**config.mk**
```make
export PLATFORM = sky130hd
export DESIGN_NAME = sram_arbiter
export DESIGN_NICKNAME = d
export VERILOG_FILES = /design/src/rtl/define_state.sv /design/src/rtl/arb_priority_select.sv /design/src/rtl/sram_arbiter.sv
export SDC_FILE = /design/constraint.sdc
export NUM_CORES = 1
export LEC_CHECK = 0
export ABC_AREA = 1
export BUFFER_PORTS_ARGS = -buffer_cell sky130_fd_sc_hd__buf_2
export CELL_PAD_IN_SITES_DETAIL_PLACEMENT = 1
export CELL_PAD_IN_SITES_GLOBAL_PLACEMENT = 2
export CORE_MARGIN = 4
export CORE_UTILIZATION = 17
export CTS_CLUSTER_DIAMETER = 60
export CTS_CLUSTER_SIZE = 40
export DETAILED_ROUTE_END_ITERATION = 7
export PLACE_DENSITY_LB_ADDON = 0.2
export SLEW_MARGIN = 30
export SYNTH_ARGS = -nofsm -noshare
export SYNTH_HDL_FRONTEND = slang
export SYNTH_HIERARCHICAL = 1
export SYNTH_SLANG_ARGS = --single-unit
```
**constraint.sdc**
```tcl
create_clock -name CLOCK_50_I -period 1.6 [get_ports CLOCK_50_I]
set_input_delay 0.4 -clock CLOCK_50_I [delete_from_list [all_inputs] [get_ports CLOCK_50_I]]
set_output_delay 0.4 -clock CLOCK_50_I [all_outputs]
set_load 0.1 [all_outputs]
```
**src/rtl/define_state.sv**
```systemverilog
// define_state: shared arbiter states, requester indices and parameter defaults
package define_state;
    typedef enum logic [1:0] {S_ARB_IDLE, S_ARB_GRANT, S_ARB_TURN} sram_arb_state_type;
    localparam logic [1:0] ARB_UART = 2'd0;
    localparam logic [1:0] ARB_DEC  = 2'd1;
    localparam logic [1:0] ARB_VGA  = 2'd2;
    localparam int DEFAULT_MAX_BURST    = 256;
    localparam int DEFAULT_READ_LATENCY = 2;
endpackage

```
**src/rtl/arb_priority_select.sv**
```systemverilog
// arb_priority_select: masked fixed-priority one-hot selector, VGA > UART > decoder
module arb_priority_select
    import define_state::*;
(
    input  logic [2:0] req,
    input  logic [2:0] mask,
    output logic [2:0] sel,
    output logic [1:0] idx,
    output logic       any
);
    logic [2:0] m;
    assign m   = req & ~mask;
    assign any = |m;
    assign idx = m[ARB_VGA] ? ARB_VGA : m[ARB_UART] ? ARB_UART : ARB_DEC;
    assign sel = any ? 3'b001 << idx : 3'b000;
endmodule

```
**src/rtl/sram_arbiter.sv**
```systemverilog
// sram_arbiter: three-requester SRAM port arbiter with burst preemption and read-valid pipeline
module sram_arbiter
    import define_state::*;
#(
    parameter int MAX_BURST    = DEFAULT_MAX_BURST,
    parameter int READ_LATENCY = DEFAULT_READ_LATENCY
)(
    input  logic             CLOCK_50_I,
    input  logic             resetn,
    input  logic             SRAM_ready,
    input  logic [2:0]       req_i,
    input  logic [2:0][17:0] addr_i,
    input  logic [2:0]       we_n_i,
    input  logic [2:0][15:0] wdata_i,
    output logic [2:0]       gnt_o,
    output logic [2:0]       rd_valid_o,
    output logic [17:0]      SRAM_address,
    output logic [15:0]      SRAM_write_data,
    output logic             SRAM_we_n,
    output logic [1:0]       owner_o
);
    localparam int CW = $clog2(MAX_BURST + 1);
    localparam logic [CW-1:0] CNT_MAX = CW'(MAX_BURST - 1);

    sram_arb_state_type state, next_state;
    logic [1:0] owner, next_owner, sel_idx;
    logic [2:0] next_gnt, mask, next_mask, sel;
    logic [CW-1:0] cnt, next_cnt;
    logic [2:0][READ_LATENCY-1:0] rd_sr;
    logic sel_any, own_req, active;

    arb_priority_select u_sel (.req(req_i), .mask(mask), .sel(sel), .idx(sel_idx), .any(sel_any));

    // gnt_o is one-hot on the owner while granted, so it doubles as the owner's request tap
    assign own_req         = |(req_i & gnt_o);
    assign active          = (state == S_ARB_GRANT) && own_req;
    assign SRAM_address    = active ? addr_i[owner] : '0;
    assign SRAM_write_data = active ? wdata_i[owner] : '0;
    assign SRAM_we_n       = active ? we_n_i[owner] : 1'b1;
    assign owner_o         = (state == S_ARB_GRANT) ? owner : 2'd3;

    always_ff @(posedge CLOCK_50_I or negedge resetn) begin
        if (!resetn) begin
            state <= S_ARB_IDLE;
            owner <= ARB_UART;
            gnt_o <= '0;
            cnt   <= '0;
            mask  <= '0;
        end else begin
            state <= next_state;
            owner <= next_owner;
            gnt_o <= next_gnt;
            cnt   <= next_cnt;
            mask  <= next_mask;
        end
    end

    always_comb begin
        next_state = state;
        next_owner = owner;
        next_gnt   = gnt_o;
        next_cnt   = cnt;
        next_mask  = mask;
        if (!SRAM_ready) begin
            next_state = S_ARB_IDLE;
            next_gnt   = '0;
            next_mask  = '0;
        end else begin
            unique case (state)
                S_ARB_IDLE: begin
                    // the mask only ever applies to one arbitration attempt
                    next_mask = '0;
                    if (sel_any) begin
                        next_state = S_ARB_GRANT;
                        next_owner = sel_idx;
                        next_gnt   = sel;
                        next_cnt   = '0;
                    end
                end
                S_ARB_GRANT: begin
                    next_cnt = (cnt == CNT_MAX) ? cnt : cnt + 1'b1;
                    if (!own_req) begin
                        next_state = S_ARB_TURN;
                        next_gnt   = '0;
                    end else if (cnt == CNT_MAX && |(req_i & ~gnt_o)) begin
                        next_state = S_ARB_TURN;
                        next_gnt   = '0;
                        next_mask  = gnt_o;
                    end
                end
                S_ARB_TURN: next_state = S_ARB_IDLE;
                default:    next_state = S_ARB_IDLE;
            endcase
        end
    end

    // read strobes keep shifting regardless of grant or SRAM_ready
    always_ff @(posedge CLOCK_50_I or negedge resetn) begin
        if (!resetn)
            rd_sr <= '0;
        else
            for (int k = 0; k < 3; k++)
                rd_sr[k] <= (rd_sr[k] << 1) | READ_LATENCY'(gnt_o[k] & req_i[k] & we_n_i[k]);
    end

    for (genvar k = 0; k < 3; k++) begin : g_rd
        assign rd_valid_o[k] = rd_sr[k][READ_LATENCY-1];
    end
endmodule

```
==> impl_results.md, run 1 <==
- Xor/xnor share of the synthesized area: 0%
- Cells after Synth: roughly 370
- Synthesized cell area: 0.00226 mm2
- Routed wire per std cell: 15.8 um
- Slew headroom: 66.4%
- Worst R2R Setup Slack: -0.11 ns
- Area growth, synth to finish: 137%
- Ant. Diodes: 0
- Chip width: 123 um
- CTS max path bufs: 2
- Starting DRC count in detailed routing: approximately 130
- Synth Area in Simple Gates: 38.7%
- Critical R2R Capture: cnt[3]
- Period utilisation layout: 129%
- Mapped Nets: roughly 480
- CTS tree: done
- Synth area leader: dfrtp_1
- Most used cell, CP: buf_6
- DRC viols: 0
- Worst-margin pin slew: 0.508 ns
- Max incr delay on CP: ~0.4 ns
- Vias in the first global route: 3373
- Final core occ: about two fifths
- Port Buffer Count: 153
- Total routed wirelength: about 12000 um
- Critical R2R Launch: cnt[1]
- Yosys top cell area share: around 28%
- PD cells: 918 mW/mm2
- Fin crit period: 2.06 ns
- Die H: 123 um
- H-tree lvl count: 1
- Largest net degree at the start of global routing: 24
- Synth top area cells: dfrtp_1, nor2_1, nand2_1, o21ai_0, a21oi_1
- Clock root buffer: clkbuf_16
- Total CTS buffers: 3
- Max VDD drop: between 400 and 500 uV
- DRT antenna net count: 0
- Compound-Gate Fraction of Synth Area: 19.4%
- GRT overflow: 0
- Req. time, crit path: 1.20 ns
- CTS Hold Bufs: 0
- CP arrival: 1.66 ns
- Slew Limit Fails: 0
- Setup TNS: -15.99 ns
- Fmax achieved: 485 MHz
- Slowest cell on crit path: dfrtp_1
- Dpl hpwl: between 9000 and 10000 um
- Core Area: 0.0128 mm2
- Gpl congestion: 0.802
- Combinational family with the most area after synthesis: simple AND/OR/NAND/NOR gates
- Routed wl met2: about 6300 um
- Met1 WL: 4640 um
- First-pass iteration count of the detailed router: 4
- Post-layout worst setup margin: -0.460 ns
- Leakage: approximately 2.5 nW
- Setup Crit Path Kind: reg2out
- Highest routed layer: met5
- Worst setup SP type: flop
- Clock Latency Late Sink: 0.26 ns
- Worst hold path class: in2async
- CP endpoint kind: output pin
- Share of cells above drive strength 1: 64.7%
- Reg clk slew, reported paths: 0.07 ns
- Met3 WL post-DR: 882 um
- Critical path peak fanout: 7
- CP cell instances: buf_6 > nor2_4 > buf_6 > buf_16 > nand2_2 > a21oi_4 > buf_12
- #FFs+latches synth: 25
- Distinct cells, synth: 24
- Via density: 4.28
- Syn avg cell area: approximately 6.1 um2
- Non-filler cells in the finished layout: approximately 750
- Num Clock Sinks: 25
- Clock Skew: 0.00536 ns
- Routed vias: 3215
- Pwr Total: 4.92 mW
- Die area: 0.0152 mm2
- Final setup fails: 56
- Multiplexer share of the synthesized area: 0%
- Cell Rows: 41
- Seq/Total Area, Yosys: 27.7%
- Critical path origin: owner[0]
- First-pass GRT wire length: 17800 um
- Layout fillers: 1539
- Failing checks: negative setup slack
- Initial antenna violation count: 1
- # nets final: 694
- Outcome: finished, violations left
- Ys Warns: 6
- Adder-cell share of the synthesized area: 1.11%
- IO Pins: 154
- Reg2Reg Depth: 11
- Worst hold slack: just over 0.01 ns
- Max-Cap Viols: 0
- Initial Util: 17.6%
- Total GRT Usage: 14.9%
- RSZ-0062 raised after global routing: true
- Final Hold Viols: 0
- Placed insts: 729
==> layout by cell type, fill, tap and decap left out, types with 2 or more instances in the layout <==
cell / instances
buf_12: 52
a21oi_2: 3
nand4_1: 11
nor2_1: 70
o21ai_1: 21
buf_6: 15
nand2_1: 33
nor2_4: 3
buf_16: 2
buf_2: 113
inv_1: 31
dfrtp_1: 22
nand2_2: 38
nand2_4: 18
clkbuf_16: 4
inv_2: 5
buf_4: 43
o21ai_2: 13
nand3_1: 5
o21ai_0: 4
dfrtp_4: 3
nand3_4: 3
a21oi_4: 34
nand3b_1: 2
nor2_2: 15
nand3_2: 6
a21oi_1: 4
==> cell type report <==
type | instances | area, um2 | area share, %
sequential | 25 | 637 | 11.9
timing repair buffer | 227 | 2190 | 41.0
multi-input combinational | 288 | 2100 | 39.1
inverter | 36 | 135 | 2.52
tap | 172 | 215 | 4.02
clock buffer | 4 | 78.8 | 1.47
==> logic make-up after synthesis <==
group	after synthesis
AOI/OAI and AO/OA	81
adders and majority gates	2
buffers and inverters	58
DFF	25
and+or+nand+nor	205
==> where the power goes <==
group          switching, mW  internal, mW  leakage, nW
clock network          0.221         0.341       0.0382
registers             0.0625         0.699        0.332
logic                   2.03          1.57         2.09
==> metrics by stage <==
step	worst slack (ns)	area, um2
after floorplan	-0.528	2710
after global placement	-0.206	4610
after detailed placement	-0.262	4610
after CTS	-0.464	5150
after global routing	-0.532	5360
final	-0.460	5360
==> timing repair <==
| item | CTS | global route |
|---|---|---|
| buffers inserted | 14 | 4 |
| gates resized for setup | 105 | 53 |
| setup endpoints to repair | 54 | 56 |
| cloned | 3 | 1 |
| pin swaps | 57 | 25 |
==> flip-flops by register name, indices dropped and copies added (netlist names) <==
register / count
cnt: 9
rd_sr: 3
owner: 2
rd_valid_o: 3
gnt_o: 3
mask: 3
state: 2
==> routing by layer <==
metal,track usage (%),up-vias
met1,17.4,1496
met3,3.06,9
li1,-,1601
met4,2.28,2
met5,0,-
met2,28.2,107
==> Yosys cell counts (all sizes together) <==
library cell	count
o21ai	38
dfrtp	25
nor2	88
nand3b	2
buf	17
a21oi	41
nand2	89
nand3	14
nor4	1
inv	36
ha	2
nand4	11
clkbuf	5
a21boi	1
o22ai	1
==> worst max-delay path by stage <==
stage	slack, ns	to	cells after the start
2_1_floorplan	-0.53	SRAM_we_n	3
3_3_place_gp	-0.21	SRAM_address[0]	6
3_5_place_dp	-0.26	SRAM_address[5]	6
4_1_cts	-0.46	SRAM_write_data[4]	7
5_1_grt	-0.53	SRAM_address[5]	7
6_report	-0.46	SRAM_address[13]	7
==> critical path, delay by kind of cell (launching register included) <==
kind,cells,cell delay (ns)
flip-flops,1,0.40
AO/OA/AOI/OAI,1,0.15
buffers and inverters,4,0.63
AND/OR/NAND/NOR,2,0.21
(Power assumes the default switching activity.)
==> inputs of run 2 (changes only) <==
Settings changed: CORE_UTILIZATION 17 to 19, PLACE_DENSITY_LB_ADDON 0.2 to 0.1.
Clock period 1.6 ns to 2.3 ns, I/O delays scaled along.
==> impl_results.md, run 2 (synthesis gave the netlist of run 1 again) <==
- Num Clock Sinks: 25 (unchanged)
- Starting DRC count in detailed routing: 108 (was 126)
- Leakage: 1.95 nW (was 2.46 nW)
- CP bufs+invs: 3 (was 4)
- Slowest cell on crit path: dfrtp_2 (was dfrtp_1)
- Worst setup SP type: flop (unchanged)
- CP arrival: 1.62 ns (was 1.66 ns)
- Post-layout worst setup margin: 0.108 ns (was -0.460 ns)
- CP cell instances: inv_2 > buf_12 > o21ai_0 > a21oi_4 > buf_12 (was buf_6 > nor2_4 > buf_6 > buf_16 > nand2_2 > a21oi_4 > buf_12)
- Vias in the first global route: 3054 (was 3373)
- Crit path max-delay family: buffers and inverters (unchanged)
- Slew headroom: 59.7% (was 66.4%)
- CP endpoint kind: output pin (unchanged)
- Clock Skew: 0.00723 ns (was 0.00536 ns)
- Pwr Total: 2.59 mW (was 4.92 mW)
- Total routed wirelength: 10600 um (was 11900 um)
- Port Buffer Count: 153 (unchanged)
- DRC viols: 0 (unchanged)
- Clock root buffer: clkbuf_16 (unchanged)
- Req. time, crit path: 1.73 ns (was 1.20 ns)
- Cell Rows: 39 (was 41)
- Initial antenna violation count: 0 (was 1)
- Commonest cells after routing, fill and taps aside: buf_2, nor2_1, nand2_1 (was buf_2, nor2_1, buf_12)
- Total GRT Usage: 14.7% (was 14.9%)
- Max-Cap Viols: 0 (unchanged)
- RSZ-0062 raised after global routing: false (was true)
- Max FFs per register: 9 (unchanged)
- Critical path peak fanout: 33 (was 7)
- Initial Util: 19.6% (was 17.6%)
- Fmax achieved: ~460 MHz
- Area growth, synth to finish: 88.7% (was 137%)
- Most used cell, CP: buf_12 (was buf_6)
- Final Hold Viols: 0 (unchanged)
- H-tree lvl count: 1 (unchanged)
- Max VDD drop: 346 uV (was 419 uV)
- Most flop-heavy register: cnt (unchanged)
- Reg clk slew, reported paths: 0.07 ns (about the same)
- CTS tree: done (unchanged)
- Die area: 0.0137 mm2 (was 0.0152 mm2)
- Worst-margin pin slew: 0.604 ns (was 0.508 ns)
- Setup TNS: 0 ns (was -15.99 ns)
- Final setup fails: 0 (was 56)
- Worst hold path class: in2async (unchanged)
- Clock Latency Late Sink: 0.26 ns (about the same)
- Chip width: 117 um (was 123 um)
- PD cells: 607 mW/mm2 (was 918 mW/mm2)
- First-pass iteration count of the detailed router: 4 (unchanged)
- Share of cells above drive strength 1: 44.3% (was 64.7%)
- Dpl hpwl: 8780 um (was 9380 um)
- Placed insts: 657 (was 729)
- GRT overflow: 0 (unchanged)
- Ant. Diodes: 0 (unchanged)
- Largest net degree at the start of global routing: 36 (was 24)
- Fin crit period: 2.19 ns
- Outcome: completed (was finished, violations left)
- Period utilisation layout: between 90% and 100%
- CTS Hold Bufs: 0 (unchanged)
- DRT antenna net count: 0 (unchanged)
- Gpl congestion: 0.783 (was 0.802)
- Most common cell after layout, fill and taps aside: buf_2 (unchanged)
- Max incr delay on CP: 0.46 ns (was 0.40 ns)
- Slew Limit Fails: 0 (unchanged)
- Total CTS buffers: 3 (unchanged)
- Pre-CTS setup slack: 0.149 ns (was -0.262 ns)
- Setup Crit Path Kind: reg2out (unchanged)
- Routed wire per std cell: 16.0 um (was 15.8 um)
- Die H: 117 um (was 123 um)
- Routed vias: 2923 (was 3215)
- Via density: 4.42 (was 4.28)
- CTS max path bufs: 2 (unchanged)
- Core Area: 0.0115 mm2 (was 0.0128 mm2)
- Non-filler cells in the finished layout: 662 (was 752)
- # nets final: 633 (was 694)
- IO Pins: 154 (unchanged)
- First-pass GRT wire length: 16100 um (was 17800 um)
==> run 2: metrics by stage <==
| stage | hold slack, ns | cell area (um2) | util, % |
|---|---|---|---|
| CTS | 0.340 | 4230 | 36.7 |
| finish | 0.314 | 4260 | 37.0 |
| detailed placement | 0.343 | 4150 | 36.0 |
| floorplan | 0.279 | 2660 | - |
| global route | 0.361 | 4260 | 37.0 |
| global placement | 0.334 | 4150 | 36.0 |
==> run 2: repair_timing <==
item                       4_1_cts  5_1_grt
setup buffers                    0        1
setup endpoints to repair        7       35
gates cloned                     0        0
resized for setup                1       21
pin swaps                        0        2
hold endpoints to repair         0        0
==> run 2: power by group <==
part,internal (mW),switching [mW]
registers,0.487,0.0502
clock network,0.235,0.162
logic,0.555,1.10
==> run 2: per-layer routing <==
layer / wire length, um / global-route usage [%] / up-vias
met4: 14 / 1.61 / 0
met5: 0 / 0 / -
met1: 4520 / 18.9 / 1352
met2: 5330 / 26.9 / 86
li1: - / - / 1483
met3: 750 / 2.06 / 2
==> run 2: path summary, 6_finish.rpt <==
kind / cells after the start / start / slack, ns / to
max: 5 / owner[0] / 0.11 / SRAM_address[12]
min: 1 / resetn / 0.31 / cnt[1]
max reg2reg: 9 / cnt[0] / 0.28 / cnt[3]
min reg2reg: 0 / rd_sr[4] / 0.36 / rd_valid_o[2]
max in group asynchronous: 1 / resetn / 1.53 / gnt_o[1]
min in group CLOCK_50_I: 0 / rd_sr[4] / 0.36 / rd_valid_o[2]
==> run 2: cell type report <==
type,count,area (um2)
Fill cell,1442,7250
Multi-Input combinational cell,288,1730
Timing Repair Buffer,166,1500
Sequential cell,25,638
Tap cell,143,179
Inverter,36,135
Clock buffer,3,75.1
Clock inverter,1,5.00
==> run 2: worst reg2reg max path: stages, from the launching register on <==
cell and delay [ns]:
dfrtp_1 0.39, ha_1 0.20, nand2_1 0.07, nor4_1 0.32
ha_2 0.29, nand2_1 0.09, nand3_2 0.09, nor2_4 0.08
nand2_1 0.19, a21boi_0 0.21
